==> config.mk <==
export PLATFORM = sky130hd
export DESIGN_NAME = imm_gen_pipe
export DESIGN_NICKNAME = d
export VERILOG_FILES = /design/src/rtl/imm_pkg.sv /design/src/rtl/skid_buf.sv /design/src/rtl/imm_gen_pipe.sv
export SDC_FILE = /design/constraint.sdc
export NUM_CORES = 1
export LEC_CHECK = 0
export ABC_AREA = 1
export ABC_CLOCK_PERIOD_IN_PS = 1150
export CAP_MARGIN = 20
export CORE_MARGIN = 4
export CORE_UTILIZATION = 35
export CTS_BUF_LIST = sky130_fd_sc_hd__clkbuf_8
export DETAILED_ROUTE_END_ITERATION = 6
export PLACE_DENSITY = 0.7
export SLEW_MARGIN = 15
export SYNTH_ARGS = -nofsm -noshare
export SYNTH_HDL_FRONTEND = slang
export SYNTH_SLANG_ARGS = --single-unit
==> constraint.sdc <==
create_clock -name clk -period 1.15 [get_ports clk]
set_input_delay 0.1725 -clock clk [delete_from_list [all_inputs] [get_ports clk]]
set_output_delay 0.1725 -clock clk [all_outputs]
set_load 0.02 [all_outputs]
==> src/rtl/imm_pkg.sv <==
// Shared types and the pure-combinational immediate decoder used by imm_gen_pipe.
package imm_pkg;

  typedef enum logic [2:0] {
    IMM_I     = 3'b000,
    IMM_S     = 3'b001,
    IMM_B     = 3'b010,
    IMM_J     = 3'b011,
    IMM_SHAMT = 3'b100,
    IMM_CSR   = 3'b101,
    IMM_RSVD  = 3'b110,
    IMM_U     = 3'b111
  } imm_src_e;

  localparam logic [1:0] SKID_EMPTY = 2'd0;
  localparam logic [1:0] SKID_ONE   = 2'd1;
  localparam logic [1:0] SKID_FULL  = 2'd2;

  // Returns {illegal, imm[63:0]}; callers keep the low XLEN bits. Any src that
  // matches no legal code (reserved or X/Z) takes the illegal path with imm 0.
  function automatic logic [64:0] imm_decode(input logic [31:0] instr,
                                             input logic [2:0]  src,
                                             input logic        is64);
    logic [63:0] sx;
    logic [63:0] imm;
    logic        ill;
    sx  = {64{instr[31]}};
    imm = '0;
    ill = 1'b0;
    case (src)
      IMM_I:     imm = {sx[63:12], instr[31:20]};
      IMM_S:     imm = {sx[63:12], instr[31:25], instr[11:7]};
      IMM_B:     imm = {sx[63:12], instr[7], instr[30:25], instr[11:8], 1'b0};
      IMM_J:     imm = {sx[63:20], instr[19:12], instr[20], instr[30:21], 1'b0};
      IMM_SHAMT: imm = is64 ? {58'b0, instr[25:20]} : {59'b0, instr[24:20]};
      IMM_CSR:   imm = {59'b0, instr[19:15]};
      IMM_U:     imm = {sx[63:32], instr[31:12], 12'b0};
      default:   ill = 1'b1;
    endcase
    return {ill, imm};
  endfunction

endpackage

==> src/rtl/skid_buf.sv <==
// Two-entry (output reg + skid) valid/ready buffer; strict FIFO order, sync flush.
// state      | meaning
// SKID_EMPTY | nothing held, out_valid low
// SKID_ONE   | output reg holds the head entry
// SKID_FULL  | output reg plus skid entry held, in_ready low
module skid_buf
  import imm_pkg::*;
#(
  parameter int W = 8
) (
  input  logic         clk,
  input  logic         rst_n,
  input  logic         flush,
  input  logic         in_valid,
  output logic         in_ready,
  input  logic [W-1:0] in_data,
  output logic         out_valid,
  input  logic         out_ready,
  output logic [W-1:0] out_data
);

  logic [1:0]   state;
  logic [W-1:0] skid;
  logic         in_fire;
  logic         out_fire;

  assign in_ready  = (state != SKID_FULL);
  assign out_valid = (state != SKID_EMPTY);
  assign in_fire   = in_valid & in_ready;
  assign out_fire  = out_valid & out_ready;

  always_ff @(posedge clk or negedge rst_n) begin
    if (!rst_n) begin
      state    <= SKID_EMPTY;
      out_data <= '0;
      skid     <= '0;
    end else if (flush) begin
      state <= SKID_EMPTY;
    end else begin
      case (state)
        SKID_EMPTY: begin
          if (in_fire) begin
            out_data <= in_data;
            state    <= SKID_ONE;
          end
        end
        SKID_ONE: begin
          if (in_fire && out_fire) begin
            out_data <= in_data;
          end else if (in_fire) begin
            skid  <= in_data;
            state <= SKID_FULL;
          end else if (out_fire) begin
            state <= SKID_EMPTY;
          end
        end
        SKID_FULL: begin
          if (out_fire) begin
            out_data <= skid;
            state    <= SKID_ONE;
          end
        end
        default: state <= SKID_EMPTY;
      endcase
    end
  end

endmodule

==> src/rtl/imm_gen_pipe.sv <==
// Registered immediate generator: combinational decode feeding a 2-entry skid buffer.
module imm_gen_pipe
  import imm_pkg::*;
#(
  parameter int XLEN  = 32,
  parameter int TAG_W = 8
) (
  input  logic             clk,
  input  logic             rst_n,
  input  logic             flush,
  input  logic             in_valid,
  output logic             in_ready,
  input  logic [31:0]      in_instr,
  input  logic [2:0]       in_imm_src,
  input  logic [TAG_W-1:0] in_tag,
  output logic             out_valid,
  input  logic             out_ready,
  output logic [XLEN-1:0]  out_imm,
  output logic [TAG_W-1:0] out_tag,
  output logic             out_illegal
);

  localparam int W = 1 + TAG_W + XLEN;

  generate
    if (XLEN != 32 && XLEN != 64) begin : g_bad_xlen
      $error("imm_gen_pipe: XLEN must be 32 or 64");
    end
  endgenerate

  logic [64:0]  dec;
  logic [W-1:0] buf_in;
  logic [W-1:0] buf_out;

  assign dec    = imm_decode(in_instr, in_imm_src, XLEN == 64);
  assign buf_in = {dec[64], in_tag, dec[XLEN-1:0]};

  generate
    if (XLEN < 64) begin : g_trunc
      logic unused_hi;
      assign unused_hi = ^dec[63:XLEN];
    end
  endgenerate

  skid_buf #(.W(W)) u_skid (
    .clk       (clk),
    .rst_n     (rst_n),
    .flush     (flush),
    .in_valid  (in_valid),
    .in_ready  (in_ready),
    .in_data   (buf_in),
    .out_valid (out_valid),
    .out_ready (out_ready),
    .out_data  (buf_out)
  );

  assign {out_illegal, out_tag, out_imm} = buf_out;

endmodule

Yosys cells after proc, flatten, opt, wreduce, memory -nomap -nowiden
Index checks and enable logic that the tools add are counted.
{ "word_totals": {"rom_bits": 0, "regBits": 84, "mem_count": 0, "elab_cells": 45, "mem_bits_rw": 0, "latchBits": 0} }
{ "op_classes": {"order_cmp": 0, "n_div": 0, "mul": 0, "shift": 0, "n_mux": 13, "add_sub_neg": 0, "n_reduce_logical": 9, "n_bitwise": 4, "eq_ne": 16} }
{ "op_table": {"columns": ["cell", "count"], "rows": [
  ["$pmux W32 S7", 1],
  ["$mux W41", 3],
  ["$pmux W41 S3", 1],
  ["$mux W2", 6],
  ["$eq A3 B3 Y1 const B", 3],
  ["$reduce_and A4 Y1", 2],
  ["$reduce_or A7 Y1", 1],
  ["$eq A3 B2 Y1 const B", 2],
  ["$ne A2 B1 Y1 const B", 3],
  ["$ne A3 B2 Y1 const B", 2],
  ["$pmux W2 S3", 1],
  ["$reduce_and A5 Y1", 1],
  ["$ne A4 B2 Y1 const B", 1],
  ["$eq A3 B1 Y1 const B", 1],
  ["$logic_not A3 Y1", 1],
  ["$ne A3 B3 Y1 const B", 1],
  ["$reduce_bool A3 Y1", 1],
  ["$and A1 B1 Y1", 2],
  ["$eq A2 B1 Y1 const B", 1],
  ["$eq A2 B2 Y1 const B", 1],
  ["$logic_not A2 Y1", 1],
  ["$ne A2 B2 Y1 const B", 1],
  ["$not A1 Y1", 2],
  ["$reduce_bool A2 Y1", 1],
  ["2 further kinds", 2]
]} }

Longest topological paths before layout
{ "logic_depth": {"ltp_word": 7, "depth_mapped": 8} }

Hierarchy
Synthesis repeated with hierarchy kept, for this count alone.
{ "hier_totals": {"cells_unflattened": 615, "area_unflattened_um2": 4506.8} }
{ "modules_own_cells": {"columns": ["module", "cells_per_inst", "seq_area_each_um2", "area_per_inst_um2", "n_inst"], "rows": [
  ["skid_buf", 522, 2102.0, 4021.4, 1],
  ["imm_gen_pipe", 93, 0.0, 485.5, 1]
]} }

Worst setup path after synthesis
OpenSTA, ideal clock, no wires.
{ "synth_timing": {"path_type": "flip-flop to flip-flop", "from": "register u_skid.state[1]", "to": "register u_skid.skid[39]", "setup_slack_ps": -108, "path_stages_with_launch": 7, "setup_time_ps": 126, "n_path_buf": 2, "arrival_time_ps": 1132, "period_less_slack_ps": 1258, "path_cell_list": "dfrtp_1 inv_1 nand3_2 nor3_4 buf_6 buf_2 o21ai_0"} }
{ "synth_via": {"elab_chain_len": 5, "word_cells_on_any_way": 8, "classes_between": "eq/ne: 2; bitwise: 3; reduce/logical: 3"} }
{ "synth_rtl": {"columns": ["element", "line", "source"], "rows": [
  ["start: declaration", "skid_buf.sv:22", "logic [1:0] state;"],
  ["start signal: assignment", "skid_buf.sv:34", "state <= SKID_EMPTY;"],
  ["start signal: assignment", "skid_buf.sv:38", "state <= SKID_EMPTY;"],
  ["start signal: assignment", "skid_buf.sv:44", "state <= SKID_ONE;"],
  ["$ne A2 B2 Y1 or $reduce_bool A2 Y1 (tied branches)", "skid_buf.sv:27, skid_buf.sv:28", null],
  ["$and A1 B1 Y1, on equally long branches", "skid_buf.sv:29, skid_buf.sv:30", null],
  ["$logic_and A1 B1 Y1", "skid_buf.sv:48", "if (in_fire && out_fire) begin"],
  ["$not A1 Y1 (no line)", null, null],
  ["$reduce_and A4 Y1 (no line) *", null, null],
  ["end signal: assignment", "skid_buf.sv:51", "skid <= in_data;"],
  ["end: declaration", "skid_buf.sv:23", "logic [W-1:0] skid;"]
]} }
Mark *: on every way between the ends. The rest lies on a longest branch, timed or not.
A chain may end at the register's enable or synchronous reset.

Final worst setup path
{ "layout_timing": {"from": "register u_skid.state[1]", "to": "register u_skid.out_data[25]"} }
{ "layout_via": {"elab_chain_len": 5, "word_cells_on_any_way": 14, "classes_between": "eq/ne: 6; mux: 1; bitwise: 2; reduce/logical: 5"} }
{ "layout_rtl": {"columns": ["element", "line", "source"], "rows": [
  ["$ne A2 B2 Y1 or $reduce_bool A2 Y1 (tied branches)", "skid_buf.sv:27, skid_buf.sv:28", null],
  ["$and A1 B1 Y1, on equally long branches", "skid_buf.sv:29, skid_buf.sv:30", null],
  ["$logic_and A1 B1 Y1", "skid_buf.sv:48", null],
  ["$ne A2 B1 Y1 (no line)", null, null],
  ["$reduce_and A5 Y1 (no line)", null, null],
  ["end signal: assignment", "skid_buf.sv:43", "out_data <= in_data;"],
  ["end signal: assignment", "skid_buf.sv:49", "out_data <= in_data;"],
  ["end signal: assignment", "skid_buf.sv:59", "out_data <= skid;"],
  ["end: declaration", "skid_buf.sv:19", "output logic [W-1:0] out_data"]
]} }
Several ways; a longest one is shown, not always the timed one.

==> flow_summary.toml <==
[clocking]
path_clk_slew_ns = 0.09
ctsLongestPathBuffers = 2
tritoncts = "done"
cts.sinks = 84
worstSkewPairLatency_ns = 0.36
htree_levels = 3
ctsRootBufferMaster = "sky130_fd_sc_hd__clkbuf_8"
numCtsBuffers = 9

[detailed_routing]
detailed_route_drc_error_count = 0
number_of_drc_violations_after_detailed_routing_iteration_0 = 351
routed-via-count = 3976
postRouteAntennaNets = 0
wire_per_inst_um = 15.8
detail_route.wirelength_um = 12400
first_pass_iters = 5
via_per_inst = 5.06

[sta]
timing.max_slew.rel_slack_pct = 80.0
setup_repair_after_global_routing_missed_its_margin = "yes"
skew_ns = 0.0125
tightest_slew_ns = 0.298
hold_ws_ns = 0.215
totalNegativeSetupSlack_ns = -20.28
tmin_final_ns = 1.47
final_setup_slack_of_the_worst_path_ns = -0.316
hold_viol_final = 0
clock.fmax_ghz = 0.682
period_share_pct = 127
timing.final.max_slew_violations = 0
timing.final.setup_violations = 85

[synthesis]
syn_area_per_cell_um2 = 7.70
postSynthRegisterBits = 84
mapped_nets = 570
yosysSeqAreaShare_pct = 52.3
synthDominantAreaCellType = "sky130_fd_sc_hd__dfrtp_1"
synth_area_leaders = "sky130_fd_sc_hd__dfrtp_1 52%, sky130_fd_sc_hd__nand2_1 17%, sky130_fd_sc_hd__o21ai_0 6.7%"
synthCells = 522
yosysWarningCount = 0
post_synth_instance_area_um2 = 4020
synth_cell_types = 22
top_cell_type_s_share_of_synthesized_area_pct = 52.3

[worst_setup_path]
worst-path-stages = 8
critical_path_buf_inv_count = 2
startpoint_class = "flop"
worst_ep_arrival_time_ns = 1.74
crit_fanout = 6
delay_heaviest_family_cp = "simple AND/OR/NAND/NOR gates"
ff2ff_path_depth = 8
worst_r2r_endpoint = "u_skid.out_data[25]$_DFFE_PN0P_"
worst_path_most_repeated_cell = "sky130_fd_sc_hd__nand2_8"
cpPeakStageDelay_ns = 0.45
worstSetupPathType = "flop to flop"
reg2reg_from = "u_skid.state[1]$_DFFE_PN0P_"
worst_ep_required_time_ns = 1.43
worst_setup_sp = "u_skid.state[1]$_DFFE_PN0P_"
setup.reg_to_reg.worst_slack_ns = -0.32
crit_chain = "buf_6 -> nand2_8 -> nand2_8 -> nand2_4 -> nor2_4 -> clkbuf_16 -> nand2_1 -> o21ai_1"
critPathSlowestCell = "sky130_fd_sc_hd__dfrtp_2"
timing.critical_path.to_type = "flop"
endpoint = "u_skid.out_data[25]$_DFFE_PN0P_"

[power_and_ir_drop]
cellLeakagePower_nw = 2.88
peakVddDrop_mv = 0.631
powerDensity_nw_per_um2 = 1720
overall_power_of_the_completed_layout_mw = 10.1

[outcome]
status = "finished, violations left"
violated_checks = "setup timing"

[cells_and_area]
num-fill-cells = 1015
multiInputGateArea_um2 = 1830
antenna_cells = 0
finish.instance_area_um2 = 5840
area_growth_syn_to_layout_pct = 45.2
final_util_pct = 52.9
drive_above_1_share_pct = 27.0
fin_nets = 688
final-seq-area_um2 = 2100

[placement]
gp_congestion = 0.853
area_of_placed_instances_um2 = 5210
place_hpwl_um = 7820
io_buffer_count = 83

[flow_run]
number_of_max_capacitance_violations_reported = 0

[floorplanning]
die_h_um = 115
die_width_um = 115
io_pins = 91
core_region_area_um2 = 11000
floorplan.initialDensity_pct = 36.4
design.die.area_um2 = 13300
rows = 38

[global_route]
grt_overflow = 0
grt_max_degree = 35
grt_pass1_wl_um = 18700
grt_pass1_vias = 3857
track_usage_pct = 17.7
grt_antenna_before_repair = 0

[hold_path]
hold_path_class = "primary input to async pin"
[where the power goes]
group	leakage, nW	total [mW]	switching [mW]	internal [mW]
clock network	0.104	2.18	1.12	1.06
registers	1.06	4.41	0.492	3.92
logic	1.72	3.46	2.03	1.43
total	2.88	10.1	3.65	6.41
[cells in the final DEF, fill, tap and decap left out, types with 12 or more instances in the layout]
cell	count
sky130_fd_sc_hd__inv_1	42
sky130_fd_sc_hd__o21ai_1	51
sky130_fd_sc_hd__dfrtp_1	82
sky130_fd_sc_hd__nand3_1	12
sky130_fd_sc_hd__clkdlybuf4s50_1	39
sky130_fd_sc_hd__nand2_2	20
sky130_fd_sc_hd__o21ai_2	19
sky130_fd_sc_hd__o21ai_0	24
sky130_fd_sc_hd__nand2_1	154
sky130_fd_sc_hd__nor2_1	43
sky130_fd_sc_hd__buf_4	22
sky130_fd_sc_hd__buf_2	42
sky130_fd_sc_hd__buf_12	12
[stage by stage]
stage | std cells | setup WS, ns
finish | 785 | -0.316
global route | 785 | -0.373
CTS | 774 | -0.251
detailed placement | 749 | -0.601
global placement | 749 | -0.543
floorplan | 522 | -0.0812
[synthesized netlist by cell type]
cell                         n
sky130_fd_sc_hd__clkinv_1    1
sky130_fd_sc_hd__buf_4       4
sky130_fd_sc_hd__buf_2      16
sky130_fd_sc_hd__nand3_1    12
sky130_fd_sc_hd__nand4_1     6
sky130_fd_sc_hd__nor2_2      1
sky130_fd_sc_hd__a21oi_1    11
sky130_fd_sc_hd__inv_2       3
sky130_fd_sc_hd__o21ai_0    54
sky130_fd_sc_hd__nor2_1     48
sky130_fd_sc_hd__nor2_4      1
sky130_fd_sc_hd__nand2_2     4
sky130_fd_sc_hd__buf_6       3
sky130_fd_sc_hd__nor3_4      1
sky130_fd_sc_hd__dfrtp_1    84
sky130_fd_sc_hd__nand3_2     1
sky130_fd_sc_hd__nand2_1   178
sky130_fd_sc_hd__a31oi_1     5
sky130_fd_sc_hd__clkbuf_1    3
sky130_fd_sc_hd__inv_1      45
sky130_fd_sc_hd__o21ai_1    40
sky130_fd_sc_hd__a211oi_1    1
[worst min-delay path by stage]
stage	endpoint	from
finish	u_skid.skid[5]$_DFFE_PN0P_	rst_n
CTS	u_skid.skid[5]$_DFFE_PN0P_	rst_n
global route	u_skid.skid[27]$_DFFE_PN0P_	rst_n
floorplan	u_skid.out_data[0]$_DFFE_PN0P_	rst_n
global placement	u_skid.out_data[26]$_DFFE_PN0P_	rst_n
detailed placement	u_skid.skid[27]$_DFFE_PN0P_	rst_n
[flip-flops by register name, indices dropped and copies added (netlist names)]
signal           cells
u_skid.out_data     41
u_skid.skid         41
u_skid.state         2
[final cells by class]
| type | count | share of cell area (%) |
|---|---|---|
| Multi-Input combinational cell | 364 | 31.3 |
| Inverter | 49 | 3.41 |
| Sequential cell | 84 | 36.1 |
| Clock buffer | 10 | 2.36 |
| Timing Repair Buffer | 131 | 22.6 |
| Tap cell | 140 | 3.00 |
| Clock inverter | 6 | 1.09 |
| Timing Repair inverter | 1 | 0.150 |
[timing repair]
item	CTS	global route
buffers inserted	6	3
cloned	2	8
hold endpoints to repair	84	0
pin swaps	4	15
resized for setup	217	77
hold buffers	1	0
endpoints found under the setup margin	125	86
[cells by family after synthesis]
family                 count (synthesis)  share of synthesized area, %
DFF                                   84                          52.3
AOI/OAI and AO/OA                    111                          14.0
and+or+nand+nor                      252                          25.2
buffers and inverters                 75                          8.43
[layer usage]
metal	GRT usage (%)	up-vias	wire [um]
met5	0	-	0
met4	6.49	0	327
met3	3.63	32	655
met2	28.7	146	6020
met1	23.5	1902	5370
li1	-	1896	-
Note: power is estimated with default switching activity, not from simulation.
==> RTL edit: new RTL, same settings <==
The parameter `XLEN` goes from 32 to 64.
--- a/src/rtl/imm_gen_pipe.sv
+++ b/src/rtl/imm_gen_pipe.sv
@@ -2,7 +2,7 @@
 module imm_gen_pipe
   import imm_pkg::*;
 #(
-  parameter int XLEN  = 32,
+  parameter int XLEN  = 64,
   parameter int TAG_W = 8
 ) (
   input  logic             clk,
Interface: changed (resized out_imm); port bits go from 91 to 123. The function was not compared with the original's and may differ.
==> RTL edit against the unedited design <==
- the flow still finishes with violations (negative setup slack)
- setup slack got worse by 23 ps
- sequential cell count did not move
- power rose by 16%
- utilization rose by 2.6 points
- via count rose by 2.6%
- design area rose by 10%
- routed wire length rose by 6.9%
- sequential share of layout area fell by 3.4 points
- area after synthesis rose by 5.1%
- count of clock-buffer cells in the layout fell by 1
==> RTL edit: results (changes against the unedited design) <==
drt_wl_total_mm: 13.2  # +6.9%
synth.area.top_cells: "dfrtp_1, nand2_1, o21ai_0"
avgSynthCellArea_um2: 7.67  # -0.43%
synth_cell_type_count: 23  # +4.5%
tns_ps: -29160  # -8880 ps
drt_pre_antenna_iters: 6  # +1
fin_ws_ps: -339  # -22.6 ps
status: "finished with violations"
post_dp_cell_area_um2: 5610  # +7.8%
drive_gt1_share_pct: 31.0  # +4.0 points
nFillCells: 1076  # +6.0%
fin_nets: 733  # +6.5%
grt_pass1_vias: 3973  # +3.0%
skew_ps: 8.05  # -4.48 ps
setup_viol: 119  # +40%
yosysSeqAreaShare_pct: 49.7  # -2.5 points
pre_cts_slack_ps: -527  # +74.0 ps
worstMarginPinSlew_ps: 339  # +41.1 ps
timing.hold.ws_ps: 242  # +26.8 ps
synth_nets: 599  # +5.1%
detailed_place_hpwl_mm: 8.14  # +4.1%
cts-root-buf: "clkbuf_8"
crit_fanout: 9  # +3
place_inst: 790  # +5.5%
cpPeakStageDelay_ps: 450  # about the same
post_drt_wl_per_cell_um: 15.9  # +0.71%
drt_iter0_markers: 297  # -15%
irDropWorstVdd_v: 0.000770  # +22%
vias: 4079  # +2.6%
grt_max_degree: 48  # +37%
grt_pass1_wl_mm: 19.6  # +5.0%
p_leak_nw: 3.30  # +14%
synthTopCellsByCount: "nand2_1, dfrtp_1, nor2_1"
grt_util_all_layers_pct: 17.2  # -0.50 points
violations: "negative setup slack"
async_reset_ff_share_pct: 100  # unchanged
gp_congestion: 0.806  # -5.4%
portBuffers: 115  # +39%
[RTL edit: changes by cell type after synthesis, moves of 4 or more]
cell	change
clkbuf_1	+5
nor2_1	+10
buf_4	+28
o21ai_1	-20
o21ai_2	+5
a21oi_1	+4
inv_1	-12
nand2_1	+13
[RTL edit: timing repair]
action,CTS,global route
gates resized for setup,382,130
setup buffers,7,6
setup endpoints to repair,158,123
endpoints found under the hold margin,47,0
pin swaps,2,13
hold buffers,1,0
gates cloned,3,12
[RTL edit: layer usage]
layer	track usage (%)	vias to the layer above	wire length [µm]
met5	0	-	0
met2	27.1	153	6360
li1	-	1985	-
met3	5.67	14	944
met4	4.25	0	140
met1	22.9	1927	5770
[RTL edit: power by group]
part	switching (W)	leakage, nW	total [W]	internal, W
logic	0.00269	2.13	0.00509	0.00240
registers	0.000543	1.07	0.00441	0.00386
clock network	0.00118	0.101	0.00221	0.00103
total	0.00441	3.30	0.0117	0.00730
[RTL edit: final cells by class]
type,count,area share [%]
sequential,84,32.7
inverter,36,2.18
clock inverter,7,1.26
multi-input combinational,373,28.2
timing repair buffer,181,31.0
clock buffer,9,1.92
tap,143,2.78
[RTL edit: kinds of logic after synthesis]
family	share of synthesized area, %
buffers and inverters	12.1
and+or+nand+nor	25.4
AOI/OAI and AO/OA	12.7
DFF	49.7
[RTL edit: metrics by stage]
step / util [%] / power, W
floorplan: - / 0.00693
global placement: 48.3 / 0.00867
detailed placement: 48.3 / 0.00879
CTS: 50.3 / 0.0109
global route: 55.5 / 0.0124
finish: 55.5 / 0.0117
[RTL edit: path summary, 6_finish.rpt]
check / start / endpoint / cells past startpoint
setup / recovery: u_skid.state[1] / u_skid.out_data[1] / 8
hold / removal: rst_n / u_skid.skid[66] / 2
setup reg to reg: u_skid.state[1] / u_skid.out_data[1] / 8
hold reg to reg: u_skid.skid[1] / u_skid.skid[1] / 2
max in group asynchronous: rst_n / u_skid.state[1] / 3
min in group clk: in_tag[6] / u_skid.skid[70] / 3
